$ cat src/rtl/fifo_wr_arbiter_if.sv
// Requester-side and FIFO-side handshake bundle for fifo_wr_arbiter.
// master = requesters + FIFO model side, slave = the arbiter.
interface fifo_wr_arbiter_if #(
    parameter int NREQ = 4,
    parameter int DW   = 16
);
    logic [NREQ-1:0]         req;
    logic [NREQ-1:0]         req_last;
    logic [NREQ-1:0][DW-1:0] req_data;
    logic [NREQ-1:0]         ack;
    logic                    fifo_full;
    logic                    fifo_wr;
    logic [DW-1:0]           fifo_din;

    modport master (
        output req, req_last, req_data, fifo_full,
        input  ack, fifo_wr, fifo_din
    );

    modport slave (
        input  req, req_last, req_data, fifo_full,
        output ack, fifo_wr, fifo_din
    );
endinterface

$ cat src/rtl/fifo_wr_arbiter.sv
// Round-robin packet-locking write arbiter in front of sync_fifo.
// Optional beat limit per packet enabled by defining BURST_LIMIT_EN.
module fifo_wr_arbiter_lane #(
    parameter int DW = 16
) (
    input  logic          ack,
    input  logic [DW-1:0] data,
    output logic [DW-1:0] dout
);
    assign dout = ack ? data : '0;
endmodule

module fifo_wr_arbiter #(
    parameter  int NREQ      = 4,
    parameter  int DW        = 16,
    parameter  int MAX_BURST = 8,
    localparam int OW        = $clog2(NREQ)
) (
    input  logic                   clk,
    input  logic                   rst_n,
    fifo_wr_arbiter_if.slave       bus,
    output logic                   busy,
    output logic [OW-1:0]          owner,
    output logic                   burst_err
);
    typedef enum logic {IDLE, LOCKED} state_t;

    state_t                  state;
    logic [OW-1:0]           rr_ptr;
    logic [OW-1:0]           win;
    logic [OW:0]             scan;
    logic                    any_req;
    logic [NREQ-1:0]         ack;
    logic [NREQ-1:0][DW-1:0] lane_dout;
    logic [DW-1:0]           din;

`ifdef BURST_LIMIT_EN
    localparam int CW = $clog2(MAX_BURST + 1);
    logic [CW-1:0] beat_cnt;
`endif

    function automatic logic [OW-1:0] nxt(input logic [OW-1:0] p);
        return (p == OW'(NREQ - 1)) ? '0 : p + 1'b1;
    endfunction

    // Scan downwards so the requester closest to rr_ptr is written last and wins.
    always_comb begin
        win     = '0;
        scan    = '0;
        any_req = |bus.req;
        for (int k = NREQ - 1; k >= 0; k--) begin
            scan = {1'b0, rr_ptr} + (OW+1)'(k);
            if (scan >= (OW+1)'(NREQ))
                scan = scan - (OW+1)'(NREQ);
            if (bus.req[scan[OW-1:0]])
                win = scan[OW-1:0];
        end
    end

    // Reset gates the grant so a held req cannot sneak a write through IDLE.
    always_comb begin
        ack = '0;
        if (rst_n && !bus.fifo_full) begin
            if (state == IDLE) begin
                if (any_req)
                    ack[win] = 1'b1;
            end else begin
                ack[owner] = bus.req[owner];
            end
        end
    end

    for (genvar i = 0; i < NREQ; i++) begin : g_lane
        fifo_wr_arbiter_lane #(.DW(DW)) u_lane (
            .ack  (ack[i]),
            .data (bus.req_data[i]),
            .dout (lane_dout[i])
        );
    end

    always_comb begin
        din = '0;
        for (int i = 0; i < NREQ; i++)
            din = din | lane_dout[i];
    end

    assign bus.ack      = ack;
    assign bus.fifo_wr  = |ack;
    assign bus.fifo_din = din;

    always_ff @(posedge clk or negedge rst_n) begin
        if (!rst_n) begin
            state  <= IDLE;
            rr_ptr <= '0;
            owner  <= '0;
            busy   <= 1'b0;
`ifdef BURST_LIMIT_EN
            beat_cnt  <= '0;
            burst_err <= 1'b0;
`endif
        end else begin
`ifdef BURST_LIMIT_EN
            burst_err <= 1'b0;
`endif
            case (state)
                IDLE: begin
                    if (|ack) begin
                        owner <= win;
                        if (bus.req_last[win]) begin
                            rr_ptr <= nxt(win);
                        end else begin
                            state <= LOCKED;
                            busy  <= 1'b1;
`ifdef BURST_LIMIT_EN
                            beat_cnt <= CW'(1);
`endif
                        end
                    end
                end
                LOCKED: begin
                    if (|ack) begin
`ifdef BURST_LIMIT_EN
                        if (beat_cnt != CW'(MAX_BURST))
                            beat_cnt <= beat_cnt + 1'b1;
`endif
                        if (bus.req_last[owner]) begin
                            state  <= IDLE;
                            busy   <= 1'b0;
                            rr_ptr <= nxt(owner);
                        end
`ifdef BURST_LIMIT_EN
                        // Beat limit reached: release and let the rest re-arbitrate.
                        else if (beat_cnt == CW'(MAX_BURST - 1)) begin
                            state     <= IDLE;
                            busy      <= 1'b0;
                            rr_ptr    <= nxt(owner);
                            burst_err <= 1'b1;
                        end
`endif
                    end
                end
                default: state <= IDLE;
            endcase
        end
    end

`ifndef BURST_LIMIT_EN
    assign burst_err = 1'b0;
`endif
endmodule

$ cat src/flat_wrapper.sv
// flat-port wrapper written by rule: the top's interface ports become plain ports
module fifo_wr_arbiter_flat 
#(
    parameter  int NREQ      = 4,
    parameter  int DW        = 16,
    parameter  int MAX_BURST = 8,
    localparam int OW        = $clog2(NREQ)
)
  (clk, rst_n, busy, owner, burst_err, bus_req, bus_req_last, bus_req_data, bus_fifo_full, bus_ack, bus_fifo_wr, bus_fifo_din);
  fifo_wr_arbiter_if #(.NREQ(NREQ), .DW(DW)) bus_i ();
  input  logic clk;
  input  logic rst_n;
  output logic busy;
  output logic [OW-1:0] owner;
  output logic burst_err;
  input wire logic [$bits(bus_i.req)-1:0] bus_req;
  input wire logic [$bits(bus_i.req_last)-1:0] bus_req_last;
  input wire logic [$bits(bus_i.req_data)-1:0] bus_req_data;
  input wire logic [$bits(bus_i.fifo_full)-1:0] bus_fifo_full;
  output wire logic [$bits(bus_i.ack)-1:0] bus_ack;
  output wire logic [$bits(bus_i.fifo_wr)-1:0] bus_fifo_wr;
  output wire logic [$bits(bus_i.fifo_din)-1:0] bus_fifo_din;
  assign bus_i.req = bus_req;
  assign bus_i.req_last = bus_req_last;
  assign bus_i.req_data = bus_req_data;
  assign bus_i.fifo_full = bus_fifo_full;
  assign bus_ack = bus_i.ack;
  assign bus_fifo_wr = bus_i.fifo_wr;
  assign bus_fifo_din = bus_i.fifo_din;
  fifo_wr_arbiter #(.NREQ(NREQ), .DW(DW), .MAX_BURST(MAX_BURST)) u_core (.clk(clk), .rst_n(rst_n), .bus(bus_i), .busy(busy), .owner(owner), .burst_err(burst_err));
endmodule
$ cat config.mk
export PLATFORM = sky130hd
export DESIGN_NAME = fifo_wr_arbiter_flat
export DESIGN_NICKNAME = d
export VERILOG_FILES = /design/src/rtl/fifo_wr_arbiter_if.sv /design/src/rtl/fifo_wr_arbiter.sv /design/src/flat_wrapper.sv
export SDC_FILE = /design/constraint.sdc
export NUM_CORES = 1
export LEC_CHECK = 0
export ABC_AREA = 1
export CAP_MARGIN = 15
export CORE_ASPECT_RATIO = 0.8
export CORE_MARGIN = 4
export CORE_UTILIZATION = 40
export CTS_CLUSTER_SIZE = 24
export DETAILED_ROUTE_END_ITERATION = 8
export DONT_BUFFER_PORTS = 1
export SLEW_MARGIN = 20
export SYNTH_ARGS = -nofsm -noshare
export SYNTH_HDL_FRONTEND = slang
export SYNTH_HIERARCHICAL = 1
export SYNTH_SLANG_ARGS = --single-unit
export TNS_END_PERCENT = 50
$ cat constraint.sdc
create_clock -name clk -period 4.25 [get_ports clk]
set_input_delay 1.275 -clock clk [delete_from_list [all_inputs] [get_ports clk]]
set_output_delay 1.275 -clock clk [all_outputs]
set_load 0.02 [all_outputs]
==> results.md <==
Drt:
- After detailed routing, the number of remaining DRC violations is 0.
- The routed design has ~5500 um of wire.
- Once detail routing completed, the nets flagged for antenna violations numbered 0.
- The first-iteration detailed-routing DRC count is 88.
- The via count is about 1,900.
- The average wire length per cell after detail routing is between 10 and 15 um.
- After detailed routing, the number of vias per cell comes to 4.91.
- The first-pass iteration count of the detailed router is 4.

Logic synthesis:
- The number of enable-type register cells in the synthesized netlist is 0.
- The main flop type after synthesis is sky130_fd_sc_hd__dfrtp_1.
- The synthesized design spends more area on one cell type than any other, namely sky130_fd_sc_hd__nand2_1.
- After synthesis, the mean cell area works out to ~5.8 um2.
- Synthesis handed over a netlist of between 200 and 300 instances.
- The most common cell in the synthesized netlist is sky130_fd_sc_hd__nand2_1.
- The number of different library cells in the post-synthesis netlist is 28.
- The synthesized net count is about 380.
- The post-synthesis sequential element count is 6.
- After synthesis, the most frequently instantiated cells are sky130_fd_sc_hd__nand2_1, sky130_fd_sc_hd__inv_1, sky130_fd_sc_hd__nand2_2.
- The total standard cell area after synthesis is between 1500 and 2000 um2.
- After synthesis, the share of flip-flops with an asynchronous set or reset is 100%.
- Sequential cells were found to cover 8.82% of the synthesized design area.
- The count of warnings emitted by yosys is 6.
- Ranked by total cell area, the synthesized netlist is headed by sky130_fd_sc_hd__nand2_1, sky130_fd_sc_hd__inv_1, sky130_fd_sc_hd__nand2_2, sky130_fd_sc_hd__dfrtp_1, sky130_fd_sc_hd__nand3_1.
- The area fraction of the dominant cell type after synthesis is a little under a fifth.

Critical path:
- The number of cells on the worst reg-to-reg path is 20.
- Of all nets on the critical path, the largest fanout is 17.
- The dominant cell type by count on the critical path is sky130_fd_sc_hd__nand2_4.
- For the worst setup path, the data required time is 2.97 ns.
- The start-to-end type of the worst setup path is primary input to output pin.
- In this run the critical register-to-register path is launched from u_core/rr_ptr[0]$_DFFE_PN0P_.
- The worst setup path is launched from a primary input.
- The standard cell with the maximum stage delay on the critical path is sky130_fd_sc_hd__or4_4.
- Setup slack on the worst reg-to-reg path comes out at between 1 and 1.5 ns.
- The signal on the critical path passes through inv_16, nand2_4, nand3_2, nand2_1, inv_2, nand2_4, nand2_4, nand2_8, buf_4, ha_4, nand3_2, o21ai_2, nand2_2, inv_8, nand2_2, inv_1, or4_4.
- For this run, the slowest stage of the critical path takes between 0.5 and 0.6 ns.
- STA puts the critical path data arrival time at approximately 3.3 ns.
- The worst register-to-register path ends at u_core/owner[1]$_DFFE_PN0P_.
- The type of destination of the critical path is an output pin.

Placement:
- Before CTS, the worst setup slack after placement is -0.373 ns.
- Routability-driven placement finished with a final weighted congestion of between 0.9 and 1.
- The placed wire-length estimate after detailed placement is approximately 3800 um.
- The number of port buffers is 0.

STA:
- Static timing analysis puts the maximum clock frequency at around 220 MHz.
- For the pin with the worst max-slew slack, the measured transition is roughly 0.56 ns.
- The final critical-path required period is between 4 and 5 ns.
- The setup TNS is -4.10 ns.
- The final clock period utilization by the worst path is 106%.
- The worst clock skew is 0.000497 ns.
- The final worst setup slack is -0.275 ns.
- The hold violation count in the final report is 0.
- Setup repair after global routing could not meet its margin everywhere.
- The worst relative slew slack is around 62%.
- The number of max-slew violations in the final report was 0.
- Setup violations remaining at the end of the flow were counted as 16.

Flow run:
- The number of maximum-capacitance violations is 0.

Final layout:
- In the final layout, the multi-input gates occupy 1420 um2.
- The total of fill cells in the finished design is between 300 and 400.
- Registers take about 150 um2.
- The growth of design area from synthesis to finish is 40.3%.
- The net count of the finished layout is about 410.
- The number of inserted diodes is 0.
- The post-route netlist has ~48% of its cells at a drive strength greater than 1.
- The fraction of the core area covered by cells at the end of the flow is between 60 and 70%.

Hold path:
- The startpoint of the most critical hold path is u_core/busy$_DFFE_PN0P_.
- The path class of the tightest hold or removal check is flip-flop to flip-flop.
- The end point of the worst hold path is u_core/busy$_DFFE_PN0P_.
- The instance count along the most critical hold path is 2.

Power:
- The post-layout total power is ~1.8 mW.
- The power per cell area is between 700 and 800 nW/um2.
- The static leakage is between 1.5 and 2 nW.
- The worst ir drop on vdd is 539 uV.

Clocking:
- The clock-pin transition on the worst setup and hold timing paths is approximately 0.03 ns.
- The source-to-sink clock delay at the later pin of the worst-skew pair is approximately 0.21 ns.
- Counting the buffers created by CTS gives 3.
- The clock tree from TritonCTS is done.
- The clock root buffer is sky130_fd_sc_hd__clkbuf_8.
- The largest buffer count on any clock path is 2.
- The CTS sink count is 6.
- CTS built an H-tree with a depth of 1.

Floorplanning:
- The die height is roughly 66 um.
- The initial utilization of the core area, before any placement, comes to between 40% and 50%.
- The die outline area is 5370 um2.
- The total area inside the core boundary comes to roughly 4000 um2.
- 100 I/O pins were placed.
- The die boundary width is 80.9 um.
- The floorplan row count is 20.

Global routing:
- The initial antenna violation count is 0.
- In the global route stage, overall resource usage came out at 18.2%.
- The first global-routing pass estimated 7750 um of wire.
- The maximum number of pins on one net before global-route repair is 18.
- The number of global-route vias before repair was ~1,700.
- After global routing the overflow that remains totals 0.

Outcome:
- The flow ran to the end, but the final reports show violations.
- The checks that failed: setup timing.
final cells by class:
class | count | share of cell area [%]
Tap cell | 55 | 2.88
Timing Repair inverter | 3 | 0.839
Multi-Input combinational cell | 190 | 59.4
Timing Repair Buffer | 33 | 12.3
Sequential cell | 6 | 6.34
Clock buffer | 3 | 1.73
Inverter | 88 | 16.5
worst max-delay path, delay by kind of cell:
family                   cells  cell delay (ns)
buffers and inverters        5             0.43
adder cells (fa/ha/maj)      1             0.15
AND/OR/NAND/NOR             10             1.32
AO/OA/AOI/OAI                1             0.07
cells by family after synthesis:
kind of cell	count (synthesis)	synth area share [%]
fa+ha+maj	8	5.88
buf+inv	99	28.3
compound gates	15	4.71
flops	6	8.82
simple gates	166	52.1
other cells	1	0.220
timing repair:
item	4_1_cts	5_1_grt
setup buffers	11	4
pin swaps	30	21
endpoints found under the setup margin	16	18
hold buffers	0	0
resized for setup	62	35
cloned	1	2
hold endpoints to repair	0	0
stage by stage:
step	cells	hold WS [ns]	cell area, um2
after global routing	378	0.621	2390
final	378	0.618	2390
after global placement	357	0.603	1850
after floorplan	295	0.552	1800
after CTS	372	0.614	2180
after detailed placement	357	0.606	1850
registers in the layout, indices dropped and copies added (netlist names):
name / flops
u_core/busy: 1
u_core/owner: 2
u_core/state: 1
u_core/rr_ptr: 2
layer usage:
layer  wire length (um)  vias to the layer above  part of all wire [%]  track usage [%]
met5                  0                        -                     0                0
met4                  0                        0                     0             2.95
met3                574                        0                    10             2.59
met2               2740                       90                    50             32.4
met1               2170                      831                    40             23.4
li1                   -                      936                     -                -
worst max-delay path by stage:
stage / startpoint / endpoint / slack [ns]
3_5_place_dp: bus_req[1] / bus_fifo_din[3] / -0.37
6_report: bus_req[3] / bus_fifo_din[7] / -0.27
2_1_floorplan: bus_req[3] / bus_fifo_din[10] / -0.29
5_1_grt: bus_req[3] / bus_fifo_din[6] / -0.35
3_3_place_gp: bus_req[1] / bus_fifo_din[2] / -0.38
4_1_cts: bus_req[0] / bus_fifo_din[11] / -0.20
layout by cell type, fill, tap and decap left out, drive strengths merged:
cell type / count
and2: 1
o21ai: 9
buf: 33
nor2: 6
a21oi: 3
nand3: 29
ha: 8
or4: 16
o22ai: 2
dfrtp: 6
conb: 1
clkinvlp: 1
clkbuf: 3
a21boi: 1
nand4: 2
inv: 90
nand2: 112
power breakdown:
group / internal (mW) / switching, mW
Combinational: 0.647 / 0.878
Clock: 0.0605 / 0.0202
Sequential: 0.0870 / 0.104
Power figures use the tool's default switching activity.
